File: config.mk
export PLATFORM = sky130hd
export DESIGN_NAME = ifu_fetch
export DESIGN_NICKNAME = d
export VERILOG_FILES = /design/src/rtl/ifu_fetch.sv
export SDC_FILE = /design/constraint.sdc
export NUM_CORES = 1
export LEC_CHECK = 0
export BUFFER_PORTS_ARGS = -buffer_cell sky130_fd_sc_hd__clkbuf_2
export CAP_MARGIN = 30
export CORE_MARGIN = 2
export CORE_UTILIZATION = 43
export DETAILED_ROUTE_END_ITERATION = 16
export GPL_ROUTABILITY_DRIVEN = 0
export PLACE_DENSITY = 0.75
export RECOVER_POWER = 100
export SYNTH_ARGS = -nofsm -noshare
export SYNTH_HDL_FRONTEND = slang
export SYNTH_SLANG_ARGS = --single-unit
File: constraint.sdc
create_clock -name clk -period 1.1 [get_ports clk]
set_input_delay 0.165 -clock clk [delete_from_list [all_inputs] [get_ports clk]]
set_output_delay 0.165 -clock clk [all_outputs]
set_load 0.01 [all_outputs]
File: src/rtl/ifu_fetch.sv
// rtl/ifu_fetch.sv - instruction fetch stage (req/ack imem read, valid/ready IR); IFU_ALIGN_CHECK_EN enables misaligned-PC halt
module ifu_fetch #(
    parameter logic [31:0] RESET_PC = 32'h0000_3000
) (
    input  logic        clk,
    input  logic        rst,
    input  logic [31:0] pc,
    output logic        imem_req,
    output logic [31:0] imem_addr,
    input  logic        imem_ack,
    input  logic [31:0] imem_rdata,
    output logic [31:0] ir,
    output logic [31:0] ir_pc,
    output logic        ir_valid,
    input  logic        ir_ready,
    input  logic        flush,
    output logic        pc_adv,
    output logic        misalign
);

`ifdef IFU_ALIGN_CHECK_EN
    typedef enum logic [2:0] {
        IDLE = 3'd0,
        REQ  = 3'd1,
        FULL = 3'd2,
        ADV  = 3'd3,
        HALT = 3'd4
    } state_t;
`else
    typedef enum logic [2:0] {
        IDLE = 3'd0,
        REQ  = 3'd1,
        FULL = 3'd2,
        ADV  = 3'd3
    } state_t;
`endif

    state_t      state;
    state_t      state_nxt;
    logic [31:0] addr_nxt;
    logic [31:0] ir_nxt;
    logic [31:0] ir_pc_nxt;
    // drop marks a request whose data must be discarded because a flush
    // arrived before the memory answered; the request itself is never abandoned
    logic        drop;
    logic        drop_nxt;

`ifdef IFU_ALIGN_CHECK_EN
    logic        misalign_nxt;
`else
    logic        unused_pc_lsb;
    assign unused_pc_lsb = ^pc[1:0];
    assign misalign = 1'b0;
`endif

    // Moore outputs decoded from the state register
    assign imem_req = (state == REQ);
    assign ir_valid = (state == FULL);
    assign pc_adv   = (state == ADV);

    // state and datapath registers, synchronous active-high reset
    always_ff @(posedge clk) begin
        if (rst) begin
            state     <= IDLE;
            imem_addr <= RESET_PC;
            ir        <= 32'h0;
            ir_pc     <= RESET_PC;
            drop      <= 1'b0;
`ifdef IFU_ALIGN_CHECK_EN
            misalign  <= 1'b0;
`endif
        end else begin
            state     <= state_nxt;
            imem_addr <= addr_nxt;
            ir        <= ir_nxt;
            ir_pc     <= ir_pc_nxt;
            drop      <= drop_nxt;
`ifdef IFU_ALIGN_CHECK_EN
            misalign  <= misalign_nxt;
`endif
        end
    end

    // next-state logic; flush outranks both imem_ack and ir_ready
    always_comb begin
        state_nxt = state;
        addr_nxt  = imem_addr;
        ir_nxt    = ir;
        ir_pc_nxt = ir_pc;
        drop_nxt  = drop;
`ifdef IFU_ALIGN_CHECK_EN
        misalign_nxt = misalign;
`endif
        case (state)
            IDLE: begin
                if (!flush) begin
`ifdef IFU_ALIGN_CHECK_EN
                    if (pc[1:0] != 2'b00) begin
                        misalign_nxt = 1'b1;
                        state_nxt    = HALT;
                    end else begin
                        addr_nxt  = {pc[31:2], 2'b00};
                        state_nxt = REQ;
                    end
`else
                    addr_nxt  = {pc[31:2], 2'b00};
                    state_nxt = REQ;
`endif
                end
            end
            REQ: begin
                if (imem_ack) begin
                    if (drop || flush) begin
                        drop_nxt  = 1'b0;
                        state_nxt = IDLE;
                    end else begin
                        ir_nxt    = imem_rdata;
                        ir_pc_nxt = imem_addr;
                        state_nxt = FULL;
                    end
                end else if (flush) begin
                    drop_nxt = 1'b1;
                end
            end
            FULL: begin
                if (flush) begin
                    state_nxt = IDLE;
                end else if (ir_ready) begin
                    state_nxt = ADV;
                end
            end
            ADV: begin
                state_nxt = IDLE;
            end
`ifdef IFU_ALIGN_CHECK_EN
            HALT: begin
                state_nxt = HALT;
            end
`endif
            default: begin
                state_nxt = IDLE;
            end
        endcase
    end

endmodule

# --- Word level (Yosys, flattened, before mapping) ---
# Index checks and enable logic that the tools add are counted.
op_classes:
  eq_ne: 7
  bitwise: 2
  reduce_logical: 7
  muxes: 9
ops:
  columns: ["operator", "count"]
  rows:
  - ["3-bit two-way mux", 4]
  - ["3-bit one-hot mux with 3 select lines", 1]
  - ["3-bit AND reduction", 3]
  - ["3-bit by 2-bit equality test with 1-bit output (second input constant)", 2]
  - ["2-bit by 1-bit != test with 1-bit output (second input constant)", 2]
  - ["3-bit by 1-bit equality test with 1-bit output (second input constant)", 1]
  - ["3-bit zero test", 1]
  - ["1-bit two-way mux", 3]
  - ["3-bit by 1-bit != test with 1-bit output (second input constant)", 1]
  - ["2-bit two-way mux", 1]
  - ["2-bit != test (second input constant)", 1]
  - ["1-bit NOT", 2]
  - ["2-bit AND reduction", 1]
  - ["2-bit nonzero test", 1]
  - ["1-bit logical OR", 1]
word_totals:
  register_bits: 96
  wordCells: 30
  out_inout_bits: 100

# --- Depth between registers and ports, before layout ---
depth:
  depth_word: 4
  mapped_depth: 5

# --- Worst setup path before layout ---
# No wires, ideal clock.
synth_timing:
  path_kind: "reg2reg"
  start: "register state[1]"
  end: "register ir[10]"
  setup_time_ps: 72
  arrival_ps: 1182
  period_less_slack_ps: 1254
  n_path_buf: 1
  setup_slack_ps: -154
  path_stages_with_launch: 5
  cell_sequence: "dfxtp_1 -> nand4bb_4 -> nor2_8 -> buf_12 -> mux2i_1"
synth_between:
  elab_chain_cells: 2
synth_lines:
  columns: ["element", "line_no", "rtl"]
  rows:
  - ["start: declaration", "38", "state_t state;"]
  - ["start signal: assignment", "73", "state <= state_nxt;"]
  - ["3-bit by 1-bit equality test with 1-bit output", "94", "case (state)"]
  - ["3-bit AND reduction (no source line)", null, null]
  - ["end signal: assignment", "75", "ir <= ir_nxt;"]
  - ["end: declaration", "12", "output logic [31:0] ir,"]
# No other way between the ends.
# A chain may end at the register's enable or synchronous reset.

# --- Worst setup path after layout ---
layout_timing:
  start: "register state[0]"
  end: "register imem_addr[14]"
layout_between:
  elab_chain_cells: 2
layout_lines:
  columns: ["element", "line_no", "rtl"]
  rows:
  - ["3-bit zero test", "94", null]
  - ["2-bit AND reduction (no source line)", null, null]
  - ["end signal: assignment", "74", "imem_addr <= addr_nxt;"]
  - ["end: declaration", "9", "output logic [31:0] imem_addr,"]
# No other way between the ends.

==> qor.csv <==
stage,metric,value,unit
floorplanning,num_rows,35,
hold_path,hold_end,imem_addr[27]$_SDFFE_PP0P_,
logic_synthesis,netlist_instances,422,
final_layout,final_common_cell,nand2b_1,
hold_path,hold_class,in -> reg,
clocking,clock-root-buffer,clkbuf_8,
final_layout,nets,659,
worst_setup_path,path_class,reg -> reg,
global_routing,grt_use_total,17.5,%
global_routing,grt_pass1_wl,14200,um
global_routing,use_met2,29.8,%
logic_synthesis,synth_warnings,0,
timing,skew,0.0122,ns
timing,layout_setup_ws,-0.220,ns
worst_setup_path,worstRegToRegCells,4,
final_layout,final_cell_count_no_fill,706,
drt,post_drt_wl_per_cell,14.0,um
outcome,outcome,"finished, violations left",
logic_synthesis,synth_area,0.00406,mm2
floorplanning,core,0.00920,mm2
power,irDropWorstVdd,811,uV
drt,vias,3345,
clocking,clk_path_buf_depth,2,
logic_synthesis,ys_types,22,
logic_synthesis,synth_top_area_share,46.8,%
floorplanning,io_pins,169,
final_layout,layout-drive-gt1-share,38.3,%
worst_setup_path,start_kind,flip-flop,
drt,drt_iter0_drc,100,
placed_design,port_buffers,161,
final_layout,fill_cells,787,
timing,drv_slew,0,
floorplanning,dieArea,0.0102,mm2
clocking,cts.htree.levels,3,
worst_setup_path,cp_max_fo,8,
global_routing,met3_usage,4.62,%
power,cellPowerDensity,1310,mW/mm2
final_layout,design_area,0.00570,mm2
run,maxCapViolations,0,
placed_design,postPlaceCellArea,0.00496,mm2
global_routing,grt_max_degree,68,
clocking,cts_tree,built,
placed_design,placedCellCount,680,
logic_synthesis,synth.area.top_cells,"dfxtp_1, nand2b_1, mux2i_1, nand2_1, a21oi_1",
global_routing,gr-total-overflow,0,
clocking,clkSinkCount,95,
worst_setup_path,r2r_start,state[0]$_SDFFE_PP0P_,
hold_path,hold_depth,3,
floorplanning,dieWidth,101,um
drt,postRouteAntennaNets,0,
timing,setup_tns,-14.57,ns
final_layout,final_cell_mix,"nand2b_1, clkbuf_2, dfxtp_1",
clocking,cts_inserted_buffers,9,
placed_design,pre_cts_ws,-0.196,ns
global_routing,gr-usage-met1,20.0,%
placed_design,place_hpwl,6530,um
floorplanning,fp.dieH,101,um
power,p_leak,2.31,nW
timing,hold_viol_final,0,
worst_setup_path,cp_data_required_time,1.34,ns
worst_setup_path,arrival,1.56,ns
floorplanning,start_util,44.2,%
worst_setup_path,r2r-end,imem_addr[14]$_SDFFE_PP0P_,
drt,dr.pass1.iters,4,
timing,grt_setup_unrepaired,true,
clocking,clk_pin_slew,0.10,ns
drt,drc,0,
final_layout,antennaDiodeCount,0,
drt,drt_wl_total,9870,um
timing,fmax,758,MHz
logic_synthesis,yosysTopAreaCell,dfxtp_1,
global_routing,first_global_vias,3165,
worst_setup_path,ff2ff_setup_slack,-0.22,ns
drt,avgViaCountPerCell,4.74,
timing,hold_slack,0.0263,ns
logic_synthesis,synth_seq_cells,95,
outcome,failed_checks,negative setup slack,
global_routing,busiest_layer,met2,
worst_setup_path,cp-end-kind,flip-flop,
logic_synthesis,syn_avg_cell_area,9.62,um2
timing,post-route-min-period,1.32,ns
timing,final-setup-viol-count,97,
logic_synthesis,ys_seq_area_share,46.8,%
clocking,clk_latency,0.35,ns
global_routing,antenna_found_initial,0,
timing,finalCritPeriodShare,120,%
hold_path,worstHoldStart,pc[27],
final_layout,area_delta_synth_final,40.4,%
## final cells by class
type,count,area (um2),share of cell area (%)
Timing Repair Buffer,188,1180,20.7
Tap cell,111,139,2.44
Clock buffer,11,151,2.66
Clock inverter,5,80.1,1.40
Inverter,1,3.75,0.0658
Sequential cell,95,1920,33.6
Multi-Input combinational cell,295,2230,39.1
## layer usage
layer | part of all wire [%] | vias to the layer above
li1 | - | 1688
met1 | 42 | 1533
met2 | 50 | 105
met3 | 5.4 | 19
met4 | 2.8 | 0
met5 | 0 | -
## metrics by stage
step,utilization (%),total power [W]
finish,62.0,0.00745
global route,62.0,0.00779
CTS,57.3,0.00724
detailed placement,53.9,0.00460
global placement,53.9,0.00457
floorplan,-,0.00427
## worst max-delay path: stages (launching register included)
cell and delay [ns]:
dfxtp_4 0.38, or3_4 0.47, clkbuf_16 0.21, nand2_1 0.09, a21oi_2 0.06
## cells in the mapped netlist
library cell,n
nand2b_1,121
dfxtp_1,95
mux2i_1,62
nand2_1,60
a21oi_1,29
clkbuf_1,14
buf_2,10
buf_12,6
nor2_1,6
buf_4,5
a211oi_1,2
nand3b_1,2
a2bb2oi_1,1
and2_1,1
conb_1,1
inv_1,1
mux2_2,1
nand4bb_4,1
nor2_8,1
nor2b_1,1
nor3_1,1
or3_1,1
## logic make-up (layout without fill, tap and decap cells)
logic type      count (synthesis)  count (layout)  share of synthesized area, %
simple gates                  195             195                          26.9
flops                          95              95                          46.8
mux                            63              63                          15.6
buf+inv                        36             205                          6.50
compound gates                 32              32                          4.16
other cells                     1               5                        0.0923
## state kept, by name, summed over array words and instances, names as in the netlist
register and count:
drop 1, imem_addr 30, ir 32, ir_pc 30, state 2
## worst max path at each step
| stage | startpoint | endpoint | slack (ns) | depth (start not counted) |
|---|---|---|---|---|
| floorplan | state[1]$_SDFFE_PP0P_ | ir[10]$_SDFFE_PP0P_ | -0.13 | 4 |
| global placement | state[0]$_SDFFE_PP0P_ | imem_addr[30]$_SDFFE_PP0P_ | -0.15 | 5 |
| detailed placement | state[0]$_SDFFE_PP0P_ | imem_addr[20]$_SDFFE_PP0P_ | -0.20 | 5 |
| CTS | state[0]$_SDFFE_PP0P_ | imem_req | -0.22 | 3 |
| global route | drop$_SDFFE_PP0P_ | ir[10]$_SDFFE_PP0P_ | -0.26 | 4 |
| finish | state[0]$_SDFFE_PP0P_ | imem_addr[14]$_SDFFE_PP0P_ | -0.22 | 4 |
## timing repair
| action | CTS | global route |
|---|---|---|
| endpoints found under the hold margin | 1 | 0 |
| hold buffers | 1 | 0 |
| gates resized for setup | 13 | 120 |
| endpoints found under the setup margin | 97 | 99 |
| gates cloned | 0 | 4 |
| setup buffers | 2 | 3 |
| pin swaps | 1 | 41 |
## report_power, final
part / switching (W) / leakage [nW] / internal (W)
combinational: 0.000574 / 1.42 / 0.000610
sequential: 0.000101 / 0.775 / 0.00356
clock: 0.00119 / 0.112 / 0.00140
(Power assumes the default switching activity.)
